**src/rtl/jk_mod_counter.sv**
```systemverilog
// Modulo-N register with per-bit JK, up/down count and clamped load modes.
// Flags a sticky error whenever the state would leave the 0..MODULUS-1 range.
module jk_mod_counter #(
    parameter int              WIDTH   = 8,
    parameter longint unsigned MODULUS = 256,
    parameter int              RST_VAL = 0
) (
    input  logic             clk,
    input  logic             rst,
    input  logic             en,
    input  logic [1:0]       mode,
    input  logic [WIDTH-1:0] j,
    input  logic [WIDTH-1:0] k,
    input  logic [WIDTH-1:0] d,
    input  logic             clr_err,
    output logic [WIDTH-1:0] q,
    output logic [WIDTH-1:0] q_bar,
    output logic             tc,
    output logic             wrap,
    output logic             err
);

    // MODULUS may equal 2^WIDTH, so range checks use one extra bit.
    localparam logic [WIDTH:0]   MOD_EXT = (WIDTH+1)'(MODULUS);
    localparam logic [WIDTH-1:0] MAX_Q   = WIDTH'(MODULUS - 64'd1);
    localparam logic [WIDTH-1:0] RST_Q   = WIDTH'(RST_VAL);
    localparam logic [WIDTH-1:0] ZERO_Q  = {WIDTH{1'b0}};
    localparam logic [WIDTH-1:0] ONE_Q   = {{(WIDTH-1){1'b0}}, 1'b1};

    logic [WIDTH-1:0] q_next;
    logic [WIDTH-1:0] jk_result;
    logic             wrap_next;
    logic             err_set;
    logic             q_oor;
    logic             jk_oor;
    logic             d_oor;

    assign jk_result = (j & ~q) | (~k & q);
    assign q_oor     = ({1'b0, q} >= MOD_EXT);
    assign jk_oor    = ({1'b0, jk_result} >= MOD_EXT);
    assign d_oor     = ({1'b0, d} >= MOD_EXT);

    assign tc = en && (((mode == 2'b01) && (q == MAX_Q)) ||
                       ((mode == 2'b10) && (q == ZERO_Q)));

    // Next-state selection for q plus the wrap and error events it produces.
    always_comb begin
        q_next    = q;
        wrap_next = 1'b0;
        err_set   = 1'b0;
        if (en) begin
            case (mode)
                2'b00: begin
                    q_next  = jk_result;
                    err_set = jk_oor;
                end
                2'b01: begin
                    if (q_oor) begin
                        q_next  = ZERO_Q;
                        err_set = 1'b1;
                    end else if (q == MAX_Q) begin
                        q_next    = ZERO_Q;
                        wrap_next = 1'b1;
                    end else begin
                        q_next = q + ONE_Q;
                    end
                end
                2'b10: begin
                    if (q_oor) begin
                        q_next  = ZERO_Q;
                        err_set = 1'b1;
                    end else if (q == ZERO_Q) begin
                        q_next    = MAX_Q;
                        wrap_next = 1'b1;
                    end else begin
                        q_next = q - ONE_Q;
                    end
                end
                2'b11: begin
                    if (d_oor) begin
                        q_next  = MAX_Q;
                        err_set = 1'b1;
                    end else begin
                        q_next = d;
                    end
                end
                default: begin
                    q_next = q;
                end
            endcase
        end else begin
            q_next = q;
        end
    end

    // State and flag registers; q_bar is loaded alongside q so it never skews.
    always_ff @(posedge clk or posedge rst) begin
        if (rst) begin
            q     <= RST_Q;
            q_bar <= ~RST_Q;
            wrap  <= 1'b0;
            err   <= 1'b0;
        end else begin
            q     <= q_next;
            q_bar <= ~q_next;
            wrap  <= wrap_next;
            if (err_set) begin
                err <= 1'b1;
            end else if (clr_err) begin
                err <= 1'b0;
            end else begin
                err <= err;
            end
        end
    end

endmodule

```
**config.mk**
```make
export PLATFORM = sky130hd
export DESIGN_NAME = jk_mod_counter
export DESIGN_NICKNAME = d
export VERILOG_FILES = /design/src/rtl/jk_mod_counter.sv
export SDC_FILE = /design/constraint.sdc
export NUM_CORES = 1
export LEC_CHECK = 0
export CELL_PAD_IN_SITES_DETAIL_PLACEMENT = 1
export CELL_PAD_IN_SITES_GLOBAL_PLACEMENT = 1
export CORE_MARGIN = 2
export CORE_UTILIZATION = 30
export CTS_CLUSTER_SIZE = 30
export DETAILED_ROUTE_END_ITERATION = 7
export HOLD_SLACK_MARGIN = 0.15
export PLACE_DENSITY_LB_ADDON = 0.1
export SETUP_SLACK_MARGIN = 0.05
export SYNTH_ARGS = -nofsm -noshare
export SYNTH_HDL_FRONTEND = slang
export SYNTH_SLANG_ARGS = --single-unit
```
**constraint.sdc**
```tcl
create_clock -name clk -period 6.29 [get_ports clk]
set_clock_uncertainty 0.15 [all_clocks]
set_input_delay 1.5725 -clock clk [delete_from_list [all_inputs] [get_ports clk]]
set_output_delay 1.5725 -clock clk [all_outputs]
set_load 0.05 [all_outputs]
```
### Word-level counts from Yosys, hierarchy flattened

Index checks and enable logic that the tools add are counted.

| word-level totals | value |
|---|---|
| flip-flop bits (word level) | 18 |
| input bits | 30 |
| output and inout port bits | 19 |
| logic and storage cells | 36 |

| cells by class | value |
|---|---|
| add/sub/neg operators | 2 |
| eq/ne operators | 4 |
| muxes and demuxes | 12 |
| bitwise logic cells | 6 |
| reduce and logical (&&, ||, !) cells | 8 |

Operators with widths:

| kind | number |
|---|---|
| $pmux W8 S4 | 1 |
| $mux W8 | 3 |
| $not A8 Y8 | 3 |
| $and A8 B8 Y8 | 2 |
| $add A8 B1 Y8 const B | 1 |
| $eq A8 B8 Y1 const B | 1 |
| $logic_not A8 Y1 | 1 |
| $or A8 B8 Y8 | 1 |
| $sub A8 B1 Y8 const B | 1 |
| $mux W1 | 7 |
| $eq A2 B2 Y1 const B | 2 |
| $reduce_or A4 Y1 | 1 |
| $logic_and A1 B1 Y1 | 3 |
| $eq A2 B1 Y1 const B | 1 |
| $logic_not A2 Y1 | 1 |
| $pmux W1 S2 | 1 |
| $reduce_bool A2 Y1 | 1 |
| $logic_or A1 B1 Y1 | 1 |

### Depth between registers and ports, before layout

| depth | value |
|---|---|
| depth in word-level cells | 6 |
| depth in mapped cells | 8 |
| mapped depth without buffers | 7 |

### Worst setup path before layout

OpenSTA, ideal clock, no wires.

| timing path | value |
|---|---|
| kind | in2out |
| from | input port mode[1] |
| to | output port tc |
| arrival time | 3.265 ns |
| data required time | 4.567 ns |
| path slack | 1.302 ns |
| stages on the path | 6 |
| path buffers | 1 |
| cell sequence | inv_1 -> ha_1 -> clkbuf_1 -> inv_1 -> or3_1 -> a21boi_1 |

| on the way | value |
|---|---|
| word-level cells in the longest chain between the ends | 4 |
| elaborated cells on any way between the ends | 6 |
| classes of those cells | eq/ne (2); reduce/logical (4) |

Ends and longest elaborated chain:

| what | RTL line | source |
|---|---|---|
| from (decl) | 11 | `input logic [1:0] mode,` |
| $eq A2 B1 Y1 / $eq A2 B2 Y1 (equally long branches) | 43, 44 |  |
| $logic_and A1 B1 Y1, on equally long branches | 43, 44 |  |
| $logic_or A1 B1 Y1 (*) | 43 | `assign tc = en && (((mode == 2'b01) && (q == MAX_Q)) \|\|` |
| $logic_and A1 B1 Y1 (*) | 43 |  |
| to (decl) | 18 | `output logic tc,` |

Mark *: on every way between the ends. The rest lies on a longest branch, timed or not.

### Worst setup path after layout

Same ends and word-level chain as after synthesis.

==> flow_summary.ini <==
[clocking]
cts_resized = 0
root_buffer = clkbuf_8
cts_sinks = 17
cts_max_path_buffers = 2
htree_levels = 1
post_cts_buffers = 0
clk_pin_slew_ps = 80
clock_latency_ps = 260
cts_made_buffers = 3
hold_buffers = 0
cts_tree = yes

[worst_setup_path]
worstPathRequired_ps = 4570
critical_path_class = in2out
cp_max_fo = 10
cp-start-kind = input port
r2r_cells = 6
cp-end-kind = primary output
cp.arrival_ps = 4070

[global_routing]
grt_antenna_before_repair = 0
overflow = 0
grt_start_max_net_pins = 18
grt_pass1_wl_mm = 7.03
grt_pass1_vias = 1446
grt_usage_pct = 17.3

[finish]
nets = 232
layout-drive-gt1-share_pct = 10.8
antenna_cells = 0
multi_input_area_um2 = 772
final_cell_count_no_fill = 246
fin_util_pct = 42.4
fillers = 505
ff_latch_area_um2 = 435
syn_to_final_growth_pct = 36.4

[synthesis]
ys_warn_count = 0
synth_area_mm2 = 0.00135
syn-instance-count = 158
synthFlopType = dfrtp_1
synth-async-reset-ratio_pct = 100
seq_area_frac_synth_pct = 32.2
ys_types = 52
syn-num-nets = 195
syn-mean-instance-area_um2 = 8.56
ys_ff_latch = 17
synth-edff-count = 0

[place]
place.port_buffers = 46
dp.cells = 242
dpl.hpwl_mm = 3.12
gp_congestion = 0.840

[sta]
rsz0062_at_grt = no
finalCritPeriodShare_pct = 92.0
relSlewSlack_pct = 53.0
period_minus_slack_ps = 5790
setup-tns-final_ps = 0
setup_viol = 0
finalHoldViolCount = 0
tightest_slew_ps = 703
fmax_ghz = 0.173
drv_slew = 0

[floorplanning]
die_w_um = 71.1
initial_core_util_pct = 31.1
ios = 49
die_area_mm2 = 0.00506
rows = 24
core_area_mm2 = 0.00435
die_h_um = 71.1

[route]
viasPerCell = 5.24
num_vias = 1290
first_pass_iters = 4
postRouteAntennaNets = 0
route.detailed.wl_per_inst_um = 17.0
drt_wl_total_mm = 4.18
drc = 0
drt_iter0_markers = 36

[power_and_ir_drop]
irDropWorstVdd_mv = 0.101
leakage_nw = 0.728
power_density_mw_per_mm2 = 265

[hold_path]
min_path_cells = 1
hold_path.class = reg2reg

[flow_run]
max-cap-violations = 0

[status]
status = finished clean
-- cell families after synthesis --
| family | synth area share [%] |
|---|---|
| other | 0.277 |
| multiplexers | 0.740 |
| flip-flops | 32.2 |
| XOR/XNOR | 3.24 |
| buffers and inverters | 10.7 |
| AO/OA/AOI/OAI | 26.6 |
| AND/OR/NAND/NOR | 19.7 |
| adder cells (fa/ha/maj) | 6.48 |
-- cells in the final DEF, fill, tap and decap left out, types with 2 or more instances in the layout --
cell type and instances:
clkdlybuf4s50_1 46, nand2_1 18, inv_1 16, dfrtp_1 9, dfstp_2 8, ha_1 7, nor2_1 6, o21ai_0 6
a21oi_1 6, a21boi_0 4, xnor2_1 4, nand3_1 4, o211ai_1 3, a22oi_1 3, o22ai_1 3, a31oi_1 3
clkbuf_8 3, and2_1 2, nor4_1 2, a211oi_1 2, nor3_1 2, nand4_1 2, a32o_1 2, or3_1 2
a31o_2 2, a31o_1 2, o221ai_1 2
-- critical path, stage by stage --
cell and delay [ps]:
clkdlybuf4s50_1 450, inv_1 100, ha_1 390, inv_1 140, or3_1 380, a21boi_1 200, clkdlybuf4s50_1 840
-- cell usage after synthesis, types with 3 or more instances --
library cell,instances,area (um2)
clkbuf_1,6,22.5
nor2_1,6,22.5
buf_2,5,25.0
inv_1,16,60.1
nand2_1,18,67.6
o211ai_1,3,22.5
a21oi_1,6,30.0
dfrtp_1,9,225
o21ai_0,6,30.0
ha_1,7,87.6
a21boi_0,4,30.0
nand3_1,4,20.0
xnor2_1,4,35.0
a22oi_1,3,22.5
a31oi_1,3,18.8
o22ai_1,3,18.8
dfstp_2,8,210
-- area by class of cell --
class	instances	area share [%]
Multi-Input combinational cell	110	41.8
Inverter	16	3.25
Timing Repair Buffer	47	25.4
Tap cell	52	3.53
Sequential cell	17	23.6
Clock buffer	4	2.44
-- state kept, by name, indices dropped and copies added, names as in the netlist, named ones only --
register  cells
q             7
wrap          1
q_bar         8
-- final timing paths --
path	start	end	slack (ps)
min in group asynchronous	rst	q[5]	1580
min reg2reg	q[5]	q_bar[5]	630
max reg2reg	q[1]	q[3]	3930
max in group asynchronous	rst	q[6]	3960
min	q[5]	q_bar[5]	630
max	mode[1]	tc	500
-- where the power goes --
group	switching (mW)	internal, mW	total [mW]
clock	0.0447	0.0451	0.0898
combinational	0.133	0.0898	0.223
sequential	0.0426	0.135	0.177
-- metrics by stage --
stage	instance area (um2)	setup slack, ps	hold slack (ps)	power [mW]
final	1850	502	626	0.490
after floorplan	1350	1300	816	0.329
after global placement	1800	606	598	0.397
after global routing	1850	393	677	0.519
after detailed placement	1800	523	618	0.403
after CTS	1850	517	633	0.493
-- layer usage --
layer	global-route usage [%]	vias to the layer above	part of all wire, %
met5	0	-	0
met4	3.56	0	0.41
met3	2.99	2	3.8
met2	29.0	26	49
met1	23.5	628	47
li1	-	634	-
Power figures use the tool's default switching activity.
